## config.mk

```make
export PLATFORM = sky130hd
export DESIGN_NAME = sccb_config_sequencer
export DESIGN_NICKNAME = d
export VERILOG_FILES = /design/src/rtl/sccb_pkg.sv /design/src/rtl/sccb_config_sequencer_clk_gen.sv /design/src/rtl/sccb_config_sequencer.sv
export SDC_FILE = /design/constraint.sdc
export NUM_CORES = 1
export LEC_CHECK = 0
export BUFFER_PORTS_ARGS = -buffer_cell sky130_fd_sc_hd__buf_2
export CAP_MARGIN = 5
export CORE_MARGIN = 3
export CORE_UTILIZATION = 50
export DETAILED_ROUTE_END_ITERATION = 8
export PLACE_DENSITY = 0.74
export SKIP_CTS_REPAIR_TIMING = 1
export SYNTH_ARGS = -nofsm -noshare
export SYNTH_HDL_FRONTEND = slang
export SYNTH_SLANG_ARGS = --single-unit
```

## constraint.sdc

```tcl
create_clock -name clk -period 2.6 [get_ports clk]
set_clock_uncertainty 0.05 [all_clocks]
set_input_delay 0 -clock clk [delete_from_list [all_inputs] [get_ports clk]]
set_output_delay 0 -clock clk [all_outputs]
set_load 0.005 [all_outputs]
```

## src/rtl/sccb_pkg.sv

```systemverilog
// Shared definitions for the SCCB configuration sequencer: FSM state codes,
// ROM marker values and the layout of one 40-bit ROM entry.
package sccb_pkg;

    typedef logic [3:0] state_t;

    localparam state_t S_IDLE     = 4'd0;
    localparam state_t S_PWR_WAIT = 4'd1;
    localparam state_t S_FETCH    = 4'd2;
    localparam state_t S_DECODE   = 4'd3;
    localparam state_t S_DELAY    = 4'd4;
    localparam state_t S_XFER     = 4'd5;
    localparam state_t S_GAP      = 4'd6;
    localparam state_t S_DONE     = 4'd7;
    localparam state_t S_ERROR    = 4'd8;
    localparam state_t S_RD_XFER  = 4'd9;
    localparam state_t S_RD_GAP   = 4'd10;

    localparam logic [7:0]  END_ID  = 8'hFF;
    localparam logic [15:0] END_SUB = 16'hFFFF;
    localparam logic [7:0]  DLY_ID  = 8'hFE;

    localparam int RID_MSB = 39;
    localparam int RID_LSB = 32;
    localparam int WID_MSB = 31;
    localparam int WID_LSB = 24;
    localparam int SUB_MSB = 23;
    localparam int SUB_LSB = 8;
    localparam int DAT_MSB = 7;
    localparam int DAT_LSB = 0;

    typedef struct packed {
        logic [7:0]  rd_id;
        logic [7:0]  wr_id;
        logic [15:0] sub;
        logic [7:0]  data;
    } lut_entry_t;

    function automatic logic is_end_marker(input lut_entry_t e);
        return (e.wr_id == END_ID) && (e.sub == END_SUB);
    endfunction

endpackage

```

## src/rtl/sccb_config_sequencer_clk_gen.sv

```systemverilog
// Free-running SCL divider. i2c_clk is low for the first CLK_DIV/2 counts and
// high for the rest; i2c_en pulses once per period in the middle of the low half.
module sccb_clk_gen
    import sccb_pkg::*;
#(
    parameter int CLK_DIV = 400
) (
    input  logic clk,
    input  logic rst_n,
    output logic i2c_clk,
    output logic i2c_en
);

    localparam int CW = $clog2(CLK_DIV);

    logic [CW-1:0] div_cnt;
    logic [CW-1:0] div_cnt_nxt;

    // wrap the divider count at the end of each SCL period
    always_comb begin
        div_cnt_nxt = (div_cnt == CW'(CLK_DIV - 1)) ? '0 : div_cnt + CW'(1);
    end

    // register the count and decode SCL level and enable tick from the next count
    always_ff @(posedge clk or negedge rst_n) begin
        if (!rst_n) begin
            div_cnt <= '0;
            i2c_clk <= 1'b1;
            i2c_en  <= 1'b0;
        end else begin
            div_cnt <= div_cnt_nxt;
            i2c_clk <= (div_cnt_nxt >= CW'(CLK_DIV / 2));
            i2c_en  <= (div_cnt_nxt == CW'(CLK_DIV / 4));
        end
    end

endmodule

```

## src/rtl/sccb_config_sequencer.sv

```systemverilog
// SCCB configuration sequencer: walks a synchronous init ROM and drives the
// byte-transfer controller, with retry on NACK and delay/end marker handling.
// Optional macro SCCB_READBACK_EN adds a read-back verify of every written entry.
//
// state    | meaning
// ---------+-----------------------------------------------------------
// IDLE     | waiting for a start rising edge
// PWR_WAIT | power-up settle time before the first entry
// FETCH    | lut_index presented, ROM read in flight
// DECODE   | latch entry on an i2c_en tick and dispatch on its markers
// DELAY    | millisecond wait requested by a delay marker
// XFER     | write transfer requested, waiting for i2c_end
// GAP      | trans low, letting the controller settle before the next step
// RD_XFER  | read-back transfer of the same entry (readback build only)
// RD_GAP   | settle after read-back (readback build only)
// DONE     | sequence completed, sticky done
// ERROR    | retries exhausted, sticky error
module sccb_config_sequencer
    import sccb_pkg::*;
#(
    parameter int CLK_DIV   = 400,
    parameter int LUT_DEPTH = 256,
    parameter int RETRY_MAX = 3,
    parameter int PWRUP_MS  = 20,
    parameter int MS_TICKS  = 27000
) (
    input  logic                         clk,
    input  logic                         rst_n,
    input  logic                         start,
    output logic [$clog2(LUT_DEPTH)-1:0] lut_index,
    input  logic [39:0]                  lut_data,
    output logic                         i2c_en,
    output logic                         i2c_clk,
    output logic [39:0]                  i2c_wdata,
    output logic                         wr,
    output logic                         trans,
    input  logic                         i2c_end,
    input  logic                         ack,
    input  logic [7:0]                   i2c_rdata,
    output logic                         busy,
    output logic                         done,
    output logic                         error,
    output logic [$clog2(LUT_DEPTH)-1:0] err_index
);

    localparam int IW = $clog2(LUT_DEPTH);
    localparam int TW = (MS_TICKS > 1) ? $clog2(MS_TICKS) : 1;
    localparam int RW = $clog2(RETRY_MAX + 2);
    localparam int MW = 16;

    state_t     state;
    logic       start_q;
    logic [TW-1:0] tick_cnt;
    logic [MW-1:0] ms_left;
    logic [RW-1:0] retry_cnt;
    logic       armed;
    logic       gap_seen;
    logic       nack_q;
    lut_entry_t ent_in;

    logic start_rise;
    logic ms_done;
    logic end_ok;
    logic gap_ok;
    logic at_last;
    logic retry_full;
    logic unused_bits;

    sccb_clk_gen #(
        .CLK_DIV (CLK_DIV)
    ) u_clk_gen (
        .clk     (clk),
        .rst_n   (rst_n),
        .i2c_clk (i2c_clk),
        .i2c_en  (i2c_en)
    );

    assign ent_in      = lut_data;
    assign start_rise  = start & ~start_q;
    assign ms_done     = (ms_left == '0) || ((ms_left == MW'(1)) && (tick_cnt == '0));
    // a stale i2c_end is ignored until trans has seen at least one tick
    assign end_ok      = i2c_en && armed && i2c_end;
    assign gap_ok      = i2c_en && gap_seen && !i2c_end;
    assign at_last     = (lut_index == IW'(LUT_DEPTH - 1));
    assign retry_full  = (retry_cnt == RW'(RETRY_MAX));

    assign trans = (state == S_XFER) || (state == S_RD_XFER);
    assign busy  = !((state == S_IDLE) || (state == S_DONE) || (state == S_ERROR));

`ifdef SCCB_READBACK_EN
    logic wr_q;
    logic rd_fail;
    assign wr          = wr_q;
    assign rd_fail     = ack || (i2c_rdata != i2c_wdata[DAT_MSB:DAT_LSB]);
    assign unused_bits = ^ent_in.rd_id;
`else
    assign wr          = 1'b1;
    assign unused_bits = ^{ent_in.rd_id, i2c_rdata};
`endif

    // start edge detector
    always_ff @(posedge clk or negedge rst_n) begin
        if (!rst_n) begin
            start_q <= 1'b0;
        end else begin
            start_q <= start;
        end
    end

    // sequencing FSM with inline millisecond timer and retry bookkeeping
    always_ff @(posedge clk or negedge rst_n) begin
        if (!rst_n) begin
            state     <= S_IDLE;
            lut_index <= '0;
            i2c_wdata <= '0;
            done      <= 1'b0;
            error     <= 1'b0;
            err_index <= '0;
            tick_cnt  <= '0;
            ms_left   <= '0;
            retry_cnt <= '0;
            armed     <= 1'b0;
            gap_seen  <= 1'b0;
            nack_q    <= 1'b0;
`ifdef SCCB_READBACK_EN
            wr_q      <= 1'b0;
`endif
        end else begin
            case (state)
                S_IDLE, S_DONE, S_ERROR: begin
                    if (start_rise) begin
                        done      <= 1'b0;
                        error     <= 1'b0;
                        lut_index <= '0;
                        retry_cnt <= '0;
                        ms_left   <= MW'(PWRUP_MS);
                        tick_cnt  <= TW'(MS_TICKS - 1);
                        state     <= S_PWR_WAIT;
                    end
                end

                S_PWR_WAIT, S_DELAY: begin
                    if (ms_done) begin
                        if (state == S_PWR_WAIT) begin
                            state <= S_FETCH;
                        end else if (at_last) begin
                            done  <= 1'b1;
                            state <= S_DONE;
                        end else begin
                            lut_index <= lut_index + IW'(1);
                            retry_cnt <= '0;
                            state     <= S_FETCH;
                        end
                    end else if (tick_cnt == '0) begin
                        tick_cnt <= TW'(MS_TICKS - 1);
                        ms_left  <= ms_left - MW'(1);
                    end else begin
                        tick_cnt <= tick_cnt - TW'(1);
                    end
                end

                S_FETCH: begin
                    state <= S_DECODE;
                end

                // dispatch waits for a tick so every output change follows i2c_en
                S_DECODE: begin
                    if (i2c_en) begin
                        i2c_wdata <= lut_data;
                        if (is_end_marker(ent_in)) begin
                            done  <= 1'b1;
                            state <= S_DONE;
                        end else if (ent_in.wr_id == DLY_ID) begin
                            ms_left  <= MW'(ent_in.data);
                            tick_cnt <= TW'(MS_TICKS - 1);
                            state    <= S_DELAY;
                        end else begin
                            armed <= 1'b0;
`ifdef SCCB_READBACK_EN
                            wr_q  <= 1'b1;
`endif
                            state <= S_XFER;
                        end
                    end
                end

                S_XFER: begin
                    if (i2c_en) begin
                        armed <= 1'b1;
                    end
                    if (end_ok) begin
                        nack_q   <= ack;
                        gap_seen <= 1'b0;
                        state    <= S_GAP;
                    end
                end

                S_GAP, S_RD_GAP: begin
                    if (gap_ok) begin
                        if (nack_q) begin
                            if (retry_full) begin
                                error     <= 1'b1;
                                err_index <= lut_index;
                                state     <= S_ERROR;
                            end else begin
                                retry_cnt <= retry_cnt + RW'(1);
                                armed     <= 1'b0;
`ifdef SCCB_READBACK_EN
                                wr_q      <= 1'b1;
`endif
                                state     <= S_XFER;
                            end
`ifdef SCCB_READBACK_EN
                        end else if (state == S_GAP) begin
                            armed <= 1'b0;
                            wr_q  <= 1'b0;
                            state <= S_RD_XFER;
`endif
                        end else if (at_last) begin
                            done  <= 1'b1;
                            state <= S_DONE;
                        end else begin
                            lut_index <= lut_index + IW'(1);
                            retry_cnt <= '0;
                            state     <= S_FETCH;
                        end
                    end else if (i2c_en) begin
                        gap_seen <= 1'b1;
                    end
                end

`ifdef SCCB_READBACK_EN
                S_RD_XFER: begin
                    if (i2c_en) begin
                        armed <= 1'b1;
                    end
                    if (end_ok) begin
                        nack_q   <= rd_fail;
                        gap_seen <= 1'b0;
                        state    <= S_RD_GAP;
                    end
                end
`endif

                default: begin
                    state <= S_IDLE;
                end
            endcase
        end
    end

endmodule
```

==> results.cfg <==
[synthesis]
synth_top_area_cell = dfrtp_1
yosys-top-cells-area = dfrtp_1 (49%), mux2_2 (9.6%), o21ai_0 (4.2%)
yosys_most_used_dff = dfrtp_1
seq_area_frac_synth_pct = 49.5
yosys_warnings = 0
synth-seq-cells = 111
netlist.area_leader.share_pct = 49.1
netlist_top_cells_count = dfrtp_1 (110), mux2_2 (48), nor2_1 (47), o21ai_0 (47), nand2_1 (24)
synth_nets = 606
synth.most_common_cell = dfrtp_1
synth_edf_count = 0
synthesis.instances = 545
synthArstFlopShare_pct = 100
ys_types = 63
syn_area_um2 = 5610
synth_area_per_cell_um2 = 10.3

[run_status]
run_status = finished clean

[floorplanning]
dieArea_um2 = 12500
rows = 38
dieWidth_um = 112
num_io_pins = 116
start_util_pct = 51.5
core_area_um2 = 10900
die-height_um = 112

[sta]
fin_crit_ps = 2460
finalHoldViolations = 0
setup-violations-final = 0
max_clock_freq_ghz = 0.407
fin_crit_sh_pct = 94.4
worst_pin_slew_ps = 917
setup_ws_ps = 145
rsz0062_at_grt = no
drv_slew = 0
slew-limit-headroom_pct = 38.9

[power_and_ir_drop]
vdd_drop_max_uv = 429
pwr_density_cell_nw_per_um2 = 758
p_leak_nw = 3.18
p_total_mw = 5.38

[setup_path]
cp-start-kind = flop
endpoint_kind = flop
cp_max_fo = 5
worstPathArrival_ps = 2650
cp_cell_sequence = inv_1, ha_1, nor3b_4, a41oi_1, o21a_1, or3_4, buf_4, o31ai_1, o21ai_0
slowest_stage = or3_4
crit_buf_inv = 2
worstSetupPathType = reg -> reg
critPathTopFamily = compound AO/OA/AOI/OAI gates
max_stage_delay_ps = 430
cp.required_ps = 2800

[layout]
syn2layout_area_growth_pct = 26.6
drive_above_1_share_pct = 30.6
n_antenna_cell = 0
fin_nets = 763
utilization_pct = 65.2

[route]
drc = 0
drt-pass1-iter-count = 5
drtIter0Drc = 276
wirelength_mm = 14.3
antenna_left = 0
via_count = 4987
vias_per_cell = 5.89
wl_per_cell_um = 16.9

[clock_network]
cts-root-buf = clkbuf_8
insertion_delay_ps = 370
cts.clk_slew.worst_paths_ps = 100
h-tree-depth = 3
cts_tree = built
clockBufferDepth = 2
cts-buffers-inserted = 9
clock_sinks = 111

[global_route]
grt_use_met2_pct = 35.5
grt_pass1_wl_mm = 22.0
grt_max_degree = 71
grt.met3_usage_pct = 5.22
top_usage_layer = met2
antenna_found_initial = 0
met1_usage_pct = 26.6
grt_pass1_vias = 4717
track_usage_pct = 20.8
overflow = 0

[place]
routabilityCongestion = 0.842
dpl.hpwl_mm = 9.55
preCtsSetupSlack_ps = -26.7
port_buffers = 106

[run]
cap_violations = 0

[min_path]
hp-class = in -> reg
-- cell type report --
cell class / count / area [um^2]
fill: 844 / 3790
timing repair buffer: 178 / 1210
clock buffer: 12 / 145
sequential: 111 / 2780
tap: 140 / 175
inverter: 12 / 45.0
clock inverter: 4 / 52.6
multi-input combinational: 390 / 2700
-- sequential cells by signal, summed over array words and instances, names as in the netlist, 3 cells and up --
signal / count
i2c_wdata: 40
state: 4
err_index: 8
lut_index: 8
u_clk_gen.div_cnt: 9
retry_cnt: 3
ms_left: 16
tick_cnt: 15
-- per-layer routing --
layer,vias up,part of all wire (%)
li1,2336,-
met1,2463,41
met2,164,51
met3,24,5.6
met4,0,1.7
met5,-,0
-- final timing paths --
check,from,endpoint,slack [ps],cells past startpoint
hold / removal,i2c_end,nack_q$_DFFE_PN0P_,1,3
setup reg to reg,tick_cnt[1]$_DFFE_PN0P_,lut_index[3]$_DFFE_PN0P_,140,9
max in group asynchronous,rst_n,ms_left[4]$_DFFE_PN0P_,1600,3
hold reg to reg,u_clk_gen.div_cnt[0]$_DFF_PN0_,u_clk_gen.div_cnt[0]$_DFF_PN0_,430,1
setup / recovery,tick_cnt[1]$_DFFE_PN0P_,lut_index[3]$_DFFE_PN0P_,140,9
min in group asynchronous,rst_n,lut_index[6]$_DFFE_PN0P_,240,2
-- cells by family (layout without fill, tap and decap cells) --
group | count (synthesis) | in the layout | share of synthesized area [%]
simple gates | 182 | 182 | 17.5
compound gates | 138 | 138 | 16.2
flops | 111 | 111 | 49.5
mux | 49 | 49 | 9.81
buf+inv | 44 | 206 | 3.26
xor+xnor | 12 | 12 | 1.87
fa+ha+maj | 8 | 8 | 1.78
other cells | 1 | 1 | 0.0668
-- worst register-to-register path, stage by stage (launching register included) --
cell	delay, ps
dfrtp_1	420
inv_1	90
ha_1	200
nor3b_4	220
a41oi_1	180
o21a_1	240
or3_4	430
buf_4	170
o31ai_1	240
o21ai_0	120
-- metrics by stage --
stage | setup TNS (ps) | hold slack (ps) | std cells | cell area [um^2]
2_1_floorplan | 0 | -346 | 545 | 5610
3_3_place_gp | 0 | 73.6 | 788 | 6420
3_5_place_dp | -72.8 | 79.9 | 788 | 6420
4_1_cts | -164 | -317 | 804 | 6620
5_1_grt | 0 | 14.3 | 847 | 7100
6_report | 0 | 1.07 | 847 | 7100
-- cell usage in the layout (no fill, tap or decap), drive strengths merged, types with 4 or more instances in the layout --
| cell | instances |
|---|---|
| nand4 | 10 |
| nor2b | 9 |
| and3 | 11 |
| a21o | 4 |
| a21oi | 21 |
| a22o | 5 |
| xnor2 | 10 |
| buf | 135 |
| nor2 | 47 |
| or3 | 6 |
| nand2b | 10 |
| clkbuf | 12 |
| o31ai | 10 |
| nor4 | 11 |
| dlygate4sd3 | 43 |
| ha | 8 |
| nand2 | 24 |
| o211ai | 5 |
| a31oi | 6 |
| dfrtp | 110 |
| o21ai | 47 |
| nand3 | 14 |
| nor3 | 19 |
| and2 | 4 |
| mux2 | 48 |
| o41ai | 8 |
| inv | 13 |
| a22oi | 6 |
-- where the power goes --
part | total [mW] | internal [mW] | leakage, nW | switching, mW
clock | 1.06 | 0.478 | 0.101 | 0.578
combinational | 2.22 | 0.940 | 1.71 | 1.28
sequential | 2.11 | 1.89 | 1.37 | 0.215
Note: power is estimated with default switching activity, not from simulation.
